File: src/rtl/mul_issue_stage.sv
// mul_issue_stage: two-register RV32M multiply issue pipeline.
// S1 holds decoded operands for an external combinational multiplier,
// S2 registers the returned product for writeback.
//
// Ports:
//   clk, reset             rising-edge clock, sync active-high reset
//   in_valid/in_ready      upstream handshake
//   funct3, rs1, rs2, rd   instruction fields and operand values
//   M, Q                   signed operand views to the multiplier
//   UM, UQ                 unsigned operand views to the multiplier
//   mulCode                multiply type (MULC/MULHC/MULHUC/MULHSUC)
//   mulResult              combinational product from the multiplier
//   out_valid/out_ready    writeback handshake
//   out_result, out_rd     registered result and destination
//   out_illegal            funct3 was 1xx (not a multiply)
//
// Optional build macro: MUL_RD0_DROP_EN
//   When defined, rd==0 instructions pass through S1 but are discarded
//   there instead of loading S2.

`ifndef MULC
`define MULC    2'b00
`endif
`ifndef MULHC
`define MULHC   2'b01
`endif
`ifndef MULHUC
`define MULHUC  2'b10
`endif
`ifndef MULHSUC
`define MULHSUC 2'b11
`endif

module mul_issue_stage #(
   parameter int dataW = 32
) (
   input  logic             clk,
   input  logic             reset,
   input  logic             in_valid,
   output logic             in_ready,
   input  logic [2:0]       funct3,
   input  logic [dataW-1:0] rs1,
   input  logic [dataW-1:0] rs2,
   input  logic [4:0]       rd,
   output logic [dataW-1:0] M,
   output logic [dataW-1:0] Q,
   output logic [dataW-1:0] UM,
   output logic [dataW-1:0] UQ,
   output logic [1:0]       mulCode,
   input  logic [dataW-1:0] mulResult,
   output logic             out_valid,
   input  logic             out_ready,
   output logic [dataW-1:0] out_result,
   output logic [4:0]       out_rd,
   output logic             out_illegal
);

   // S1: operand/decode register
   logic             s1_v_q,   s1_v_d;
   logic [4:0]       s1_rd_q,  s1_rd_d;
   logic             s1_ill_q, s1_ill_d;
   logic [dataW-1:0] m_q,  m_d;
   logic [dataW-1:0] q_q,  q_d;
   logic [dataW-1:0] um_q, um_d;
   logic [dataW-1:0] uq_q, uq_d;
   logic [1:0]       code_q, code_d;

   // S2: result register
   logic             s2_v_q,   s2_v_d;
   logic [dataW-1:0] s2_res_q, s2_res_d;
   logic [4:0]       s2_rd_q,  s2_rd_d;
   logic             s2_ill_q, s2_ill_d;

   // handshake terms
   logic s1_adv;
   logic s1_load;
   logic s1_keep;
   logic s2_load;

   // S1 leaves when S2 is free or draining this cycle
   assign s1_adv  = s1_v_q && (!s2_v_q || out_ready);
   // Depends only on registered state and out_ready
   assign in_ready = !s1_v_q || s1_adv;
   assign s1_load  = in_valid && in_ready;

`ifdef MUL_RD0_DROP_EN
   assign s1_keep = (s1_rd_q != 5'd0);
`else
   assign s1_keep = 1'b1;
`endif

   // A dropped instruction still vacates S1 but never reaches S2
   assign s2_load = s1_adv && s1_keep;

   // S1 next state and operand decode
   always_comb begin
      s1_v_d   = s1_v_q;
      s1_rd_d  = s1_rd_q;
      s1_ill_d = s1_ill_q;
      m_d      = m_q;
      q_d      = q_q;
      um_d     = um_q;
      uq_d     = uq_q;
      code_d   = code_q;

      if (s1_load) begin
         s1_v_d   = 1'b1;
         s1_rd_d  = rd;
         s1_ill_d = funct3[2];
         m_d      = rs1;
         um_d     = rs1;
         q_d      = rs2;
         uq_d     = rs2;
         code_d   = `MULC;
         unique case (1'b1)
            funct3[2]: begin
               code_d = `MULC;
            end
            (funct3 == 3'b000): begin
               code_d = `MULC;
            end
            (funct3 == 3'b001): begin
               code_d = `MULHC;
            end
            (funct3 == 3'b010): begin
               // rs1 signed x rs2 unsigned: signed side on M/Q,
               // unsigned side on UM/UQ
               code_d = `MULHSUC;
               m_d    = rs1;
               q_d    = rs1;
               um_d   = rs2;
               uq_d   = rs2;
            end
            (funct3 == 3'b011): begin
               code_d = `MULHUC;
            end
            default: begin
               code_d = `MULC;
            end
         endcase
      end else if (s1_adv) begin
         // operands hold their last values while S1 is empty
         s1_v_d = 1'b0;
      end
   end

   // S2 next state
   always_comb begin
      s2_v_d   = s2_v_q;
      s2_res_d = s2_res_q;
      s2_rd_d  = s2_rd_q;
      s2_ill_d = s2_ill_q;

      if (s2_load) begin
         s2_v_d   = 1'b1;
         s2_res_d = s1_ill_q ? '0 : mulResult;
         s2_rd_d  = s1_rd_q;
         s2_ill_d = s1_ill_q;
      end else if (out_ready) begin
         s2_v_d = 1'b0;
      end
   end

   always_ff @(posedge clk) begin
      if (reset) begin
         s1_v_q   <= 1'b0;
         s1_rd_q  <= '0;
         s1_ill_q <= 1'b0;
         m_q      <= '0;
         q_q      <= '0;
         um_q     <= '0;
         uq_q     <= '0;
         code_q   <= `MULC;
         s2_v_q   <= 1'b0;
         s2_res_q <= '0;
         s2_rd_q  <= '0;
         s2_ill_q <= 1'b0;
      end else begin
         s1_v_q   <= s1_v_d;
         s1_rd_q  <= s1_rd_d;
         s1_ill_q <= s1_ill_d;
         m_q      <= m_d;
         q_q      <= q_d;
         um_q     <= um_d;
         uq_q     <= uq_d;
         code_q   <= code_d;
         s2_v_q   <= s2_v_d;
         s2_res_q <= s2_res_d;
         s2_rd_q  <= s2_rd_d;
         s2_ill_q <= s2_ill_d;
      end
   end

   assign M           = m_q;
   assign Q           = q_q;
   assign UM          = um_q;
   assign UQ          = uq_q;
   assign mulCode     = code_q;
   assign out_valid   = s2_v_q;
   assign out_result  = s2_res_q;
   assign out_rd      = s2_rd_q;
   assign out_illegal = s2_ill_q;

endmodule

File: config.mk
export PLATFORM = sky130hd
export DESIGN_NAME = mul_issue_stage
export DESIGN_NICKNAME = d
export VERILOG_FILES = /design/src/rtl/mul_issue_stage.sv
export SDC_FILE = /design/constraint.sdc
export NUM_CORES = 1
export LEC_CHECK = 0
export BUFFER_PORTS_ARGS = -buffer_cell sky130_fd_sc_hd__buf_2
export CORE_MARGIN = 2
export CORE_UTILIZATION = 28
export DETAILED_ROUTE_END_ITERATION = 7
export GPL_TIMING_DRIVEN = 0
export HOLD_SLACK_MARGIN = 0.08
export PLACE_DENSITY = 0.62
export SYNTH_ARGS = -nofsm -noshare
export SYNTH_HDL_FRONTEND = slang
export SYNTH_SLANG_ARGS = --single-unit
File: constraint.sdc
create_clock -name clk -period 1.12 [get_ports clk]
set_input_delay 0.224 -clock clk [delete_from_list [all_inputs] [get_ports clk]]
set_output_delay 0.224 -clock clk [all_outputs]
set_load 0.05 [all_outputs]
==> impl_metrics.tcl <==
set metrics [dict create \
    setup_slack_ns -0.531 \
    clk_latency_ns 0.44 \
    grt_pass1_vias 8738 \
    switching_share_pct 34.2 \
    netlist_area_mm2 0.00798 \
    hp-class "in2reg" \
    p_seq_share_pct 38.1 \
    start_util_pct 28.6 \
    via_per_inst 5.42 \
    finalMaxSlewViolations 0 \
    p_int_mw 12.2 \
    utilization_pct 55.0 \
    yosys_warnings 0 \
    dp.cells 1534 \
    yosysSeqAreaShare_pct 44.1 \
    worst-setup-path-type "reg2reg" \
    wl_um 39300 \
    synth_cell_type_count 27 \
    cap_violations 0 \
    final_common_cell "buf_8" \
    h-tree-depth 4 \
    cts_tree "yes" \
    whs_ns 0.0764 \
    rsz0062_at_grt "true" \
    grt_max_degree 18 \
    dieArea_mm2 0.0299 \
    areaGrowthSynthToFinish_pct 92.6 \
    rr_startpoint "out_valid" \
    period_needed_ns 1.65 \
    fp.dieW_um 173 \
    crit_fanout 8 \
    first_pass_iters 5 \
    end_kind "flop" \
    grt_overflow 0 \
    drt-initial-drc-count 742 \
    fp.dieH_um 173 \
    min_period_over_period_pct 147 \
    cts_buffers 17 \
    holdPathStages 3 \
    num_vias 9592 \
    register_area_mm2 0.00379 \
    finalPower_mw 18.6 \
    drc 0 \
    finalSetupViolCount 346 \
    port_buffers 276 \
    pwr-share-comb_pct 28.6 \
    synth_top_family_by_area "compound AO/OA/AOI/OAI gates" \
    drtAntennaViolNets 0 \
    reg2reg_depth 9 \
    hold_viol 0 \
    ctsRootBufferMaster "clkbuf_16" \
    nets 1481 \
    synth_compound_area_share_pct 32.2 \
    violations "setup timing" \
    num_rows 61 \
    worstPathArrival_ns 2.01 \
    core_mm2 0.0279 \
    setup_tns_ns -63.69 \
    cp-start-kind "flop" \
    relSlewSlack_pct 43.1 \
    timing.rr.end "UQ[5]" \
    synth_simple_gate_area_share_pct 15.2 \
    track_usage_pct 22.4 \
    drive_gt1_share_pct 65.0 \
    syn_inst 880 \
    max_freq_mhz 606 \
    min_from "rs2[0]" \
    antenna_found_initial 5 \
    hpwl_um 24000 \
    worst_slew_pin_slew_ns 0.853 \
    clkPwrFrac_pct 33.3 \
    whs_endpoint "UQ[0]" \
    clk_pin_slew_ns 0.08 \
    status "finished with violations" \
    cts.sinks 176 \
    syn_avg_cell_area_um2 9.07 \
    cts_max_path_buffers 2 \
    syn_nets 988 \
    detail_route.wl_per_cell_um 22.2 \
    finClkSkew_ns 0.00699 \
    grt_pass1_wl_um 52400 \
    r2r_slack_ns -0.53 \
    place.gp.congestion 0.841 \
    pin_count 278 \
    instances_no_fill 1770 \
    final_cell_mix "buf_8 (158), dfxtp_2 (149), nand2_1 (128)" \
    yosys.area_share.adder_pct 0 \
    multi_input_area_mm2 0.00438 \
    synth_xor_area_share_pct 0.110 \
    final.fill_count 2350 \
    p_per_area_mw_per_mm2 1210 \
    p_leak_nw 6.14 \
    switchingPower_mw 6.35 \
    peakVddDrop_mv 0.947 \
    synth_mux_area_share_pct 0 \
    critPathRequiredTime_ns 1.48 \
    ys_ff_latch 176 \
]
-- cells in the mapped netlist (all sizes together) --
| library cell | n | area [µm²] |
|---|---|---|
| a21oi | 176 | 1070 |
| dfxtp | 176 | 3520 |
| nand2 | 128 | 480 |
| o21ai | 110 | 551 |
| nand3 | 76 | 380 |
| buf | 71 | 517 |
| a311oi | 64 | 955 |
| clkbuf | 34 | 129 |
| nand4b | 32 | 280 |
| inv | 4 | 15.0 |
| nand4 | 2 | 12.5 |
| and3b | 1 | 8.76 |
| nand2b | 1 | 6.26 |
| nor2 | 1 | 20.0 |
| nor2b | 1 | 6.26 |
| nor3b | 1 | 12.5 |
| or3b | 1 | 8.76 |
| xor2 | 1 | 8.76 |
-- routing by layer --
layer  track usage, %  wire, µm  up-vias
met1             28.8     15800     4700
met5                0         0        -
li1                 -         -     4226
met2             35.6     18600      507
met4             10.6      2310        0
met3             4.97      2570      159
-- state kept, by name, indices dropped and copies added, names as in the netlist --
register	cells
UQ	32
out_result	32
s1_rd_q	5
out_illegal	1
mulCode	2
out_valid	1
s1_ill_q	1
UM	32
s1_v_q	1
M	32
Q	32
out_rd	5
-- worst max-delay path, stage by stage, from the launching register on --
cell,delay (ns)
dfxtp_4,0.34
and3b_2,0.21
inv_2,0.08
buf_12,0.11
buf_6,0.13
buf_16,0.17
buf_12,0.12
buf_16,0.11
nand3_1,0.09
a21oi_1,0.20
-- through the flow --
stage | cell area, µm² | worst slack, ns
5_1_grt | 15400 | -0.567
2_1_floorplan | 8050 | -0.221
3_5_place_dp | 9910 | -0.574
4_1_cts | 12400 | -0.540
6_report | 15400 | -0.531
3_3_place_gp | 9910 | -0.560
-- cell families after synthesis --
logic type | Yosys count
buf+inv | 109
simple gates | 244
flops | 176
xor+xnor | 1
compound gates | 350
-- layout make-up --
type | count | share of cell area, %
well taps | 378 | 3.08
flip-flops and latches | 176 | 24.6
repair buffers | 474 | 33.6
multi-input cells | 596 | 28.5
inverters | 4 | 0.0976
plain buffers | 104 | 6.21
diodes | 6 | 0.0976
clock inverters | 14 | 0.952
clock buffers | 18 | 2.86
-- power groups by stage --
stage	clock network, mW	registers, mW	logic (mW)
2_1_floorplan	0	8.27	1.20
3_3_place_gp	0	6.98	3.55
3_5_place_dp	0	7.00	3.58
4_1_cts	6.18	6.88	4.08
5_1_grt	6.46	7.10	5.52
6_report	6.18	7.07	5.31
-- repair_timing --
item | 4_1_cts | 5_1_grt
gates cloned | 11 | 12
setup buffers | 16 | 74
hold buffers | 89 | 0
resized for setup | 187 | 981
hold endpoints to repair | 94 | 0
pin swaps | 44 | 48
setup endpoints to repair | 344 | 346
-- worst max-delay path by stage --
stage,startpoint,cells after the start,endpoint,slack (ns)
2_1_floorplan,out_valid,6,Q[15],-0.22
3_3_place_gp,reset,4,Q[1],-0.56
3_5_place_dp,reset,4,UM[24],-0.57
4_1_cts,out_valid,5,in_ready,-0.54
5_1_grt,out_valid,9,UQ[5],-0.57
6_report,out_valid,9,UQ[5],-0.53
Power figures use the tool's default switching activity.
